===== src/rtl/board_pkg.sv =====
// Shared constants, codes and types for the board write path.
// The opening layout is colourless: 1 pawn, 2 knight, 3 bishop, 4 rook, 5 queen, 6 king.
package board_pkg;

    localparam int CELL_W    = 3;
    localparam int NUM_CELLS = 64;
    localparam int BOARD_W   = NUM_CELLS * CELL_W;

    typedef logic [CELL_W-1:0] cell_t;

    localparam cell_t EMPTY  = 3'b000;
    localparam cell_t PAWN   = 3'b001;
    localparam cell_t KNIGHT = 3'b010;
    localparam cell_t BISHOP = 3'b011;
    localparam cell_t ROOK   = 3'b100;
    localparam cell_t QUEEN  = 3'b101;
    localparam cell_t KING   = 3'b110;

    typedef enum logic [1:0] {
        ERR_NONE  = 2'b00,
        ERR_RANGE = 2'b01,
        ERR_EMPTY = 2'b10,
        ERR_SAME  = 2'b11
    } err_t;

    typedef enum logic [1:0] {
        IDLE  = 2'b00,
        CHECK = 2'b01,
        WRITE = 2'b10,
        DONE  = 2'b11
    } state_t;

    typedef struct packed {
        logic [5:0] src_idx;
        logic [5:0] dst_idx;
        cell_t      moved;
        cell_t      captured;
    } hist_t;

    function automatic int cell_lsb(input logic [5:0] idx);
        return int'(idx) * CELL_W;
    endfunction

    function automatic logic [BOARD_W-1:0] opening_board();
        logic [BOARD_W-1:0] b;
        cell_t              back [8];
        back = '{ROOK, KNIGHT, BISHOP, QUEEN, KING, BISHOP, KNIGHT, ROOK};
        b    = '0;
        for (int x = 0; x < 8; x++) begin
            b[x * CELL_W +: CELL_W]        = back[x];
            b[(8 + x) * CELL_W +: CELL_W]  = PAWN;
            b[(48 + x) * CELL_W +: CELL_W] = PAWN;
            b[(56 + x) * CELL_W +: CELL_W] = back[x];
        end
        return b;
    endfunction

    localparam logic [BOARD_W-1:0] BOARD_INIT = opening_board();

endpackage


===== src/rtl/board_state_writer_if.sv =====
// Move request / completion bundle between move entry logic and the board writer.
interface board_state_writer_if;
    logic       move_valid;
    logic       move_ready;
    logic [3:0] src_x;
    logic [3:0] src_y;
    logic [3:0] dst_x;
    logic [3:0] dst_y;
    logic       undo_req;
    logic       done;
    logic       error;
    logic [1:0] err_code;
    logic [2:0] captured;

    modport master (
        output move_valid, src_x, src_y, dst_x, dst_y, undo_req,
        input  move_ready, done, error, err_code, captured
    );

    modport slave (
        input  move_valid, src_x, src_y, dst_x, dst_y, undo_req,
        output move_ready, done, error, err_code, captured
    );
endinterface


===== src/rtl/board_state_writer_cell_index.sv =====
// Maps a 1-based (x, y) coordinate to a 6-bit cell index plus an in-range flag.
module cell_index (
    input  logic [3:0] i_x,
    input  logic [3:0] i_y,
    output logic [5:0] o_idx,
    output logic       o_in_range
);
    logic [2:0] w_x0;
    logic [2:0] w_y0;

    // Only the low three bits of (coord-1) matter; out-of-range values are flagged separately.
    assign w_x0       = i_x[2:0] - 3'd1;
    assign w_y0       = i_y[2:0] - 3'd1;
    assign o_idx      = {w_y0, w_x0};
    assign o_in_range = (i_x >= 4'd1) && (i_x <= 4'd8) && (i_y >= 4'd1) && (i_y <= 4'd8);
endmodule


===== src/rtl/board_state_writer.sv =====
// Write side of the 192-bit BoardState register: validates and executes one move at a time.
// Optional single-level undo is enabled by defining BOARD_UNDO_EN.
module board_state_writer
    import board_pkg::*;
#(
    parameter logic [BOARD_W-1:0] START_BOARD = BOARD_INIT
) (
    input  logic                 CLOCK_50,
    input  logic                 reset,
    board_state_writer_if.slave  bus,
    output logic [7:0]           move_count,
    output logic [BOARD_W-1:0]   BoardState
);
    state_t             r_state;
    state_t             w_next_state;
    logic [3:0]         r_src_x, r_src_y, r_dst_x, r_dst_y;
    logic [BOARD_W-1:0] r_board;
    logic [7:0]         r_count;
    logic               r_error;
    err_t               r_err_code;
    cell_t              r_captured;

    logic [5:0]         w_src_idx, w_dst_idx;
    logic               w_src_ok, w_dst_ok;
    cell_t              w_src_cell, w_dst_cell;
    err_t               w_chk_err;
    logic               w_chk_fail;

`ifdef BOARD_UNDO_EN
    logic               r_is_undo;
    logic               r_hist_valid;
    hist_t              r_hist;
`else
    logic               w_unused_undo;
    assign w_unused_undo = bus.undo_req;
`endif

    cell_index u_src_index (.i_x(r_src_x), .i_y(r_src_y), .o_idx(w_src_idx), .o_in_range(w_src_ok));
    cell_index u_dst_index (.i_x(r_dst_x), .i_y(r_dst_y), .o_idx(w_dst_idx), .o_in_range(w_dst_ok));

    assign w_src_cell = r_board[cell_lsb(w_src_idx) +: CELL_W];
    assign w_dst_cell = r_board[cell_lsb(w_dst_idx) +: CELL_W];

    // NOTE: every always_comb output gets a default first so no path can infer a latch.
    always_comb begin
        w_chk_err  = ERR_NONE;
        w_chk_fail = 1'b0;
        if (!(w_src_ok && w_dst_ok)) begin
            w_chk_err  = ERR_RANGE;
            w_chk_fail = 1'b1;
        end else if (w_src_idx == w_dst_idx) begin
            w_chk_err  = ERR_SAME;
            w_chk_fail = 1'b1;
        end else if (w_src_cell == EMPTY) begin
            w_chk_err  = ERR_EMPTY;
            w_chk_fail = 1'b1;
        end
    end

    always_comb begin
        w_next_state = r_state;
        case (r_state)
            IDLE: begin
                if (bus.move_valid) begin
                    w_next_state = CHECK;
`ifdef BOARD_UNDO_EN
                end else if (bus.undo_req) begin
                    w_next_state = WRITE;
`endif
                end
            end
            CHECK:   w_next_state = w_chk_fail ? DONE : WRITE;
            WRITE:   w_next_state = DONE;
            DONE:    w_next_state = IDLE;
            default: w_next_state = IDLE;
        endcase
    end

    // NOTE: sequential state uses non-blocking assignments so all registers update from pre-edge values.
    always_ff @(posedge CLOCK_50) begin
        if (reset) begin
            r_state    <= IDLE;
            r_src_x    <= '0;
            r_src_y    <= '0;
            r_dst_x    <= '0;
            r_dst_y    <= '0;
            r_board    <= START_BOARD;
            r_count    <= '0;
            r_error    <= 1'b0;
            r_err_code <= ERR_NONE;
            r_captured <= EMPTY;
`ifdef BOARD_UNDO_EN
            r_is_undo    <= 1'b0;
            r_hist_valid <= 1'b0;
`endif
        end else begin
            r_state <= w_next_state;
            case (r_state)
                IDLE: begin
                    if (bus.move_valid) begin
                        r_src_x <= bus.src_x;
                        r_src_y <= bus.src_y;
                        r_dst_x <= bus.dst_x;
                        r_dst_y <= bus.dst_y;
`ifdef BOARD_UNDO_EN
                        r_is_undo <= 1'b0;
                    end else if (bus.undo_req) begin
                        r_is_undo <= 1'b1;
`endif
                    end
                end
                CHECK: begin
                    if (w_chk_fail) begin
                        r_error    <= 1'b1;
                        r_err_code <= w_chk_err;
                        r_captured <= EMPTY;
                    end
                end
                WRITE: begin
`ifdef BOARD_UNDO_EN
                    if (r_is_undo) begin
                        r_captured <= EMPTY;
                        r_err_code <= ERR_NONE;
                        r_error    <= !r_hist_valid;
                        if (r_hist_valid) begin
                            r_board[cell_lsb(r_hist.src_idx) +: CELL_W] <= r_hist.moved;
                            r_board[cell_lsb(r_hist.dst_idx) +: CELL_W] <= r_hist.captured;
                            r_hist_valid <= 1'b0;
                            r_count      <= r_count - 8'd1;
                        end
                    end else
`endif
                    begin
                        r_board[cell_lsb(w_dst_idx) +: CELL_W] <= w_src_cell;
                        r_board[cell_lsb(w_src_idx) +: CELL_W] <= EMPTY;
                        r_captured <= w_dst_cell;
                        r_count    <= r_count + 8'd1;
                        r_error    <= 1'b0;
                        r_err_code <= ERR_NONE;
`ifdef BOARD_UNDO_EN
                        // NOTE: only the valid bit is reset; the payload is never read while invalid.
                        r_hist       <= '{src_idx: w_src_idx, dst_idx: w_dst_idx,
                                          moved: w_src_cell, captured: w_dst_cell};
                        r_hist_valid <= 1'b1;
`endif
                    end
                end
                default: ;
            endcase
        end
    end

    assign bus.move_ready = (r_state == IDLE);
    assign bus.done       = (r_state == DONE);
    assign bus.error      = r_error;
    assign bus.err_code   = r_err_code;
    assign bus.captured   = r_captured;
    assign move_count     = r_count;
    assign BoardState     = r_board;
endmodule


===== src/flat_wrapper.sv =====
// flat-port wrapper written by rule: the top's interface ports become plain ports
module board_state_writer_flat import board_pkg::*;
#(
    parameter logic [BOARD_W-1:0] START_BOARD = BOARD_INIT
)
  (CLOCK_50, reset, move_count, BoardState, bus_move_valid, bus_src_x, bus_src_y, bus_dst_x, bus_dst_y, bus_undo_req, bus_move_ready, bus_done, bus_error, bus_err_code, bus_captured);
  board_state_writer_if bus_i ();
  input  logic CLOCK_50;
  input  logic reset;
  output logic [7:0] move_count;
  output logic [BOARD_W-1:0] BoardState;
  input wire logic [$bits(bus_i.move_valid)-1:0] bus_move_valid;
  input wire logic [$bits(bus_i.src_x)-1:0] bus_src_x;
  input wire logic [$bits(bus_i.src_y)-1:0] bus_src_y;
  input wire logic [$bits(bus_i.dst_x)-1:0] bus_dst_x;
  input wire logic [$bits(bus_i.dst_y)-1:0] bus_dst_y;
  input wire logic [$bits(bus_i.undo_req)-1:0] bus_undo_req;
  output wire logic [$bits(bus_i.move_ready)-1:0] bus_move_ready;
  output wire logic [$bits(bus_i.done)-1:0] bus_done;
  output wire logic [$bits(bus_i.error)-1:0] bus_error;
  output wire logic [$bits(bus_i.err_code)-1:0] bus_err_code;
  output wire logic [$bits(bus_i.captured)-1:0] bus_captured;
  assign bus_i.move_valid = bus_move_valid;
  assign bus_i.src_x = bus_src_x;
  assign bus_i.src_y = bus_src_y;
  assign bus_i.dst_x = bus_dst_x;
  assign bus_i.dst_y = bus_dst_y;
  assign bus_i.undo_req = bus_undo_req;
  assign bus_move_ready = bus_i.move_ready;
  assign bus_done = bus_i.done;
  assign bus_error = bus_i.error;
  assign bus_err_code = bus_i.err_code;
  assign bus_captured = bus_i.captured;
  board_state_writer #(.START_BOARD(START_BOARD)) u_core (.CLOCK_50(CLOCK_50), .reset(reset), .bus(bus_i), .move_count(move_count), .BoardState(BoardState));
endmodule

===== config.mk =====
export PLATFORM = sky130hd
export DESIGN_NAME = board_state_writer_flat
export DESIGN_NICKNAME = d
export VERILOG_FILES = /design/src/rtl/board_pkg.sv /design/src/rtl/board_state_writer_if.sv /design/src/rtl/board_state_writer_cell_index.sv /design/src/rtl/board_state_writer.sv /design/src/flat_wrapper.sv
export SDC_FILE = /design/constraint.sdc
export NUM_CORES = 1
export LEC_CHECK = 0
export ABC_CLOCK_PERIOD_IN_PS = 3900
export BUFFER_PORTS_ARGS = -buffer_cell sky130_fd_sc_hd__buf_2
export CAP_MARGIN = 20
export CORE_MARGIN = 2
export CORE_UTILIZATION = 30
export CTS_CLUSTER_SIZE = 25
export DETAILED_ROUTE_END_ITERATION = 16
export GPL_ROUTABILITY_DRIVEN = 0
export PLACE_DENSITY_LB_ADDON = 0.1
export SLEW_MARGIN = 20
export SYNTH_ARGS = -nofsm -noshare
export SYNTH_HDL_FRONTEND = slang
export SYNTH_SLANG_ARGS = --single-unit

===== constraint.sdc =====
create_clock -name CLOCK_50 -period 3.9 [get_ports CLOCK_50]
set_input_delay 0.975 -clock CLOCK_50 [delete_from_list [all_inputs] [get_ports CLOCK_50]]
set_output_delay 0.975 -clock CLOCK_50 [all_outputs]
set_load 0.005 [all_outputs]

==> results.md <==
Status:
- The flow ran to the end, and the final reports show no timing, DRC or antenna violations.

Synth:
- The synthesized netlist contains 83 unique library cells.
- The basic-gate share of the synthesized area counting and, or, nand and nor cells is 14.6%.
- The synthesized design contains 224 register bits.
- The number of synthesized flops with an enable pin is 0.
- The sequential element share of the synthesized area is 32.8%.
- Of the total synthesized cell area, the portion taken by full adders, half adders and majority gates is 1.74%.
- After synthesis, the largest family of logic cells by area is compound AO/OA/AOI/OAI gates.
- The proportion of register bits with asynchronous set or reset after synthesis is 0%.
- Summing the areas of all compound-gate instances in the mapped netlist gives 24.5% of the synthesized area.
- The total standard cell area after synthesis is 13700 um2.
- After Yosys synthesis, XOR and XNOR cells account for 1.33% of the synthesized area.
- The mux cell area share after synthesis is 19.9%.
- The gate count after technology mapping is 1403.
- When the netlist entered floorplanning its net count stood at 1442.
- The Yosys step of the flow raised 0 warnings.
- A synthesized cell averages 9.75 um2.
- The most used flip-flop cell after synthesis is sky130_fd_sc_hd__dfxtp_1.

STA:
- Setup repair after global routing could not meet its margin everywhere.
- The total of endpoints with negative setup slack in the final report is 0.
- The final-report max-slew violation count is 0.
- The routed design could run at a clock period as short as 3.88 ns.
- The final clock period utilization by the worst path is 99.5%.
- The hold violation total from the final report is 0.
- Measured against its own limit, the worst slew margin works out to 17.1%.
- Static timing analysis puts the maximum clock frequency at 258 MHz.
- The setup skew after layout is 0.0178 ns.
- The transition time at the pin with the least slew margin is 1.23 ns.

CTS:
- The clock latency of the later-clocked register in the worst-skew pair is 0.57 ns.
- The total of hold buffers inserted after clock tree synthesis is 0.
- Counting along the longest clock path gives a buffer depth of 3.
- The count of clock tree sinks is 224.
- After clock tree synthesis, the clock-pin slew on the worst setup and hold paths is 0.06 ns.
- The total CTS buffers is 27.
- The root buffer cell chosen for the clock tree is sky130_fd_sc_hd__clkbuf_16.
- TritonCTS built the clock tree.
- The H-tree depth is 1.

Die:
- From bottom edge to top edge, the die measures 218 um.
- The row count is 78.
- For this configuration, the core starts out at a cell density of 30.3%.
- After floorplanning, the core was sized to cover 45200 um2.
- For this design the top-level I/O count stands at 228.
- The die covers 47300 um2.
- The width of the die is 218 um.

Worst setup path:
- The slowest stage of the critical path belongs to the cell sky130_fd_sc_hd__nor3_2.
- The sort of element at the end of the critical path is a flop.
- The critical path data arrival time is 4.34 ns.
- The critical path startpoint category is a flop.
- The number of buffers and inverters on the critical path is 2.
- Along the worst path, the maximum fanout reaches 7.
- The worst setup path is of the reg2reg kind.
- The largest stage delay on the critical path is 0.56 ns.
- Broken down by cell family, the worst path's largest delay share belongs to simple AND/OR/NAND/NOR gates.
- Walking the worst path, the cells encountered are inv_1 -> ha_1 -> xor2_4 -> buf_4 -> mux2i_1 -> o2111ai_1 -> nand4_1 -> nor3_2 -> nand2_1 -> o32ai_1.
- The critical path data required time is 4.36 ns.

Routing:
- The violation count after the first detailed-route iteration is 1514.
- The wire length per cell is 30.8 um.
- The number of design rule violations left after detail routing is 0.
- The mean number of vias per cell is 6.24.
- The number of vias in the routed layout is 14200.
- The count of nets left with antenna violations after detail routing is 0.
- The final layout contains routed wiring with a total length of 70300 um.
- The detailed-router iteration count before antenna repair is 7.

Global route:
- The global-route wire length before repair is 99700 um.
- The number of global-route vias before repair is 13500.
- Entering global routing, the biggest net connects 130 pins.
- Summed over all layers, the global routing overflow is 0.
- Global routing consumed, over all layers together, 29.1% of the routing resources.
- The number of antenna violations at the first check in global routing came to 0.

Placement:
- The placed instance count is 2232.
- The count of port buffers added during placement is 226.
- The total half-perimeter wirelength after legalization and detailed placement is 53300 um.

Pwr:
- The power per cell area is 655 nW/um2.
- The total power after layout is 11100 uW.
- For this design the static power due to leakage is 0.00619 uW.
- The maximum vdd drop is 0.355 mV.

Layout:
- The commonest non-fill, non-tap cell in the layout is sky130_fd_sc_hd__buf_2.
- The layout cell share with drive strength beyond 1 is 31.9%.
- The top cell types in the final layout, fill and taps aside, are sky130_fd_sc_hd__buf_2 (225), sky130_fd_sc_hd__dfxtp_1 (221), sky130_fd_sc_hd__nor2_1 (173), sky130_fd_sc_hd__buf_4 (114), sky130_fd_sc_hd__mux4_2 (106).
- The number of nets in the finished design is 1700.
- The final non-filler cell total is 2282.
- From synthesis to final layout, the design area changed by 24.3%.

Worst hold path:
- The classification of the worst-slack hold path is reg2reg.

Flow run:
- Max-cap violations in this run came to 0.
## metal layers
| metal | global-route usage, % | routed length [um] | vias to the layer above |
|---|---|---|---|
| met4 | 15.1 | 4010 | 0 |
| li1 | - | - | 6101 |
| met3 | 4.48 | 5740 | 172 |
| met5 | 0 | 0 | - |
| met2 | 44.2 | 30700 | 782 |
| met1 | 39.8 | 29900 | 7190 |
## worst paths after layout
path                                  startpoint                             endpoint  slack, ns  cells after the start
setup / recovery  u_core.r_src_x[0]$_SDFFE_PP0P_  u_core.BoardState[126]$_SDFFE_PP0P_       0.02                     10
hold / removal    u_core.r_src_y[1]$_SDFFE_PP0P_       u_core.r_src_y[1]$_SDFFE_PP0P_       0.46                      2
setup reg to reg  u_core.r_src_x[0]$_SDFFE_PP0P_  u_core.BoardState[126]$_SDFFE_PP0P_       0.02                     10
hold reg to reg   u_core.r_src_y[1]$_SDFFE_PP0P_       u_core.r_src_y[1]$_SDFFE_PP0P_       0.46                      2
## registers in the layout (all words and copies together) (netlist names)
name,flops
u_core.BoardState,192
u_core.bus.captured,3
u_core.bus.err_code,2
u_core.bus.error,1
u_core.move_count,8
u_core.r_dst_x,4
u_core.r_dst_y,4
u_core.r_src_x,4
u_core.r_src_y,4
u_core.r_state,2
## power by group
part           internal, uW  total, uW  switching [uW]
clock network          1650       2710            1060
registers              2370       2460            89.2
logic                  1870       5960            4090
## repair_timing
| action | CTS | global route |
|---|---|---|
| endpoints found under the setup margin | 3 | 17 |
| gates resized for setup | 1 | 4 |
| setup buffers | 0 | 0 |
## cell type report
type	count	area, um2
Antenna cell	1	2.50
Fill cell	4608	28200
Clock buffer	38	777
Clock inverter	11	161
Timing Repair Buffer	347	2130
Tap cell	600	751
Multi-Input combinational cell	1029	8560
Inverter	32	120
Sequential cell	224	4490
## synth_stat cells (13+ instances only)
cell                       count  area, um2
sky130_fd_sc_hd__nand3_1      61        305
sky130_fd_sc_hd__o21ai_1      14       70.1
sky130_fd_sc_hd__dfxtp_1     224       4480
sky130_fd_sc_hd__mux4_2      106       2390
sky130_fd_sc_hd__a22oi_1      68        510
sky130_fd_sc_hd__a221o_1      38        380
sky130_fd_sc_hd__a21oi_1      60        300
sky130_fd_sc_hd__nor2_1      176        661
sky130_fd_sc_hd__a211oi_1     28        210
sky130_fd_sc_hd__o21ai_0      27        135
sky130_fd_sc_hd__nor3_1       26        130
sky130_fd_sc_hd__mux2i_1      16        160
sky130_fd_sc_hd__a32oi_1      61        534
sky130_fd_sc_hd__clkbuf_1     68        255
sky130_fd_sc_hd__ha_1         19        238
sky130_fd_sc_hd__and2_1       13       81.3
sky130_fd_sc_hd__inv_1        31        116
sky130_fd_sc_hd__nand2_1      89        334
sky130_fd_sc_hd__buf_2        32        160
sky130_fd_sc_hd__nand4_1      13       81.3
## stage by stage
step	util [%]	hold WS [ns]	setup slack, ns	instance area (um2)	TNS, ns
floorplan	-	0.436	0.0000533	13700	0
detailed placement	35.5	0.445	0.0243	16000	0
CTS	37.6	0.463	0.0539	17000	0
global placement	35.5	0.449	0.0203	16000	0
finish	37.6	0.465	0.0187	17000	0
global route	37.6	0.487	-0.0231	17000	-0.0334
## kinds of logic (layout without fill, tap and decap cells)
| family | Yosys count | count (layout) |
|---|---|---|
| DFF | 224 | 224 |
| xor gates and xnor gates | 19 | 19 |
| buffers and inverters | 150 | 428 |
| other | 0 | 1 |
| and+or+nand+nor | 434 | 434 |
| adders and majority gates | 19 | 19 |
| muxes | 129 | 129 |
| AOI/OAI and AO/OA | 428 | 428 |
## worst reg2reg max path: cells and delay by family, from the launching register on
family	cells	cell delay (ns)
mux	1	0.17
buf+inv	2	0.39
simple gates	3	1.22
flops	1	0.35
compound gates	2	0.82
xor+xnor	1	0.52
fa+ha+maj	1	0.32
(Power assumes the default switching activity.)
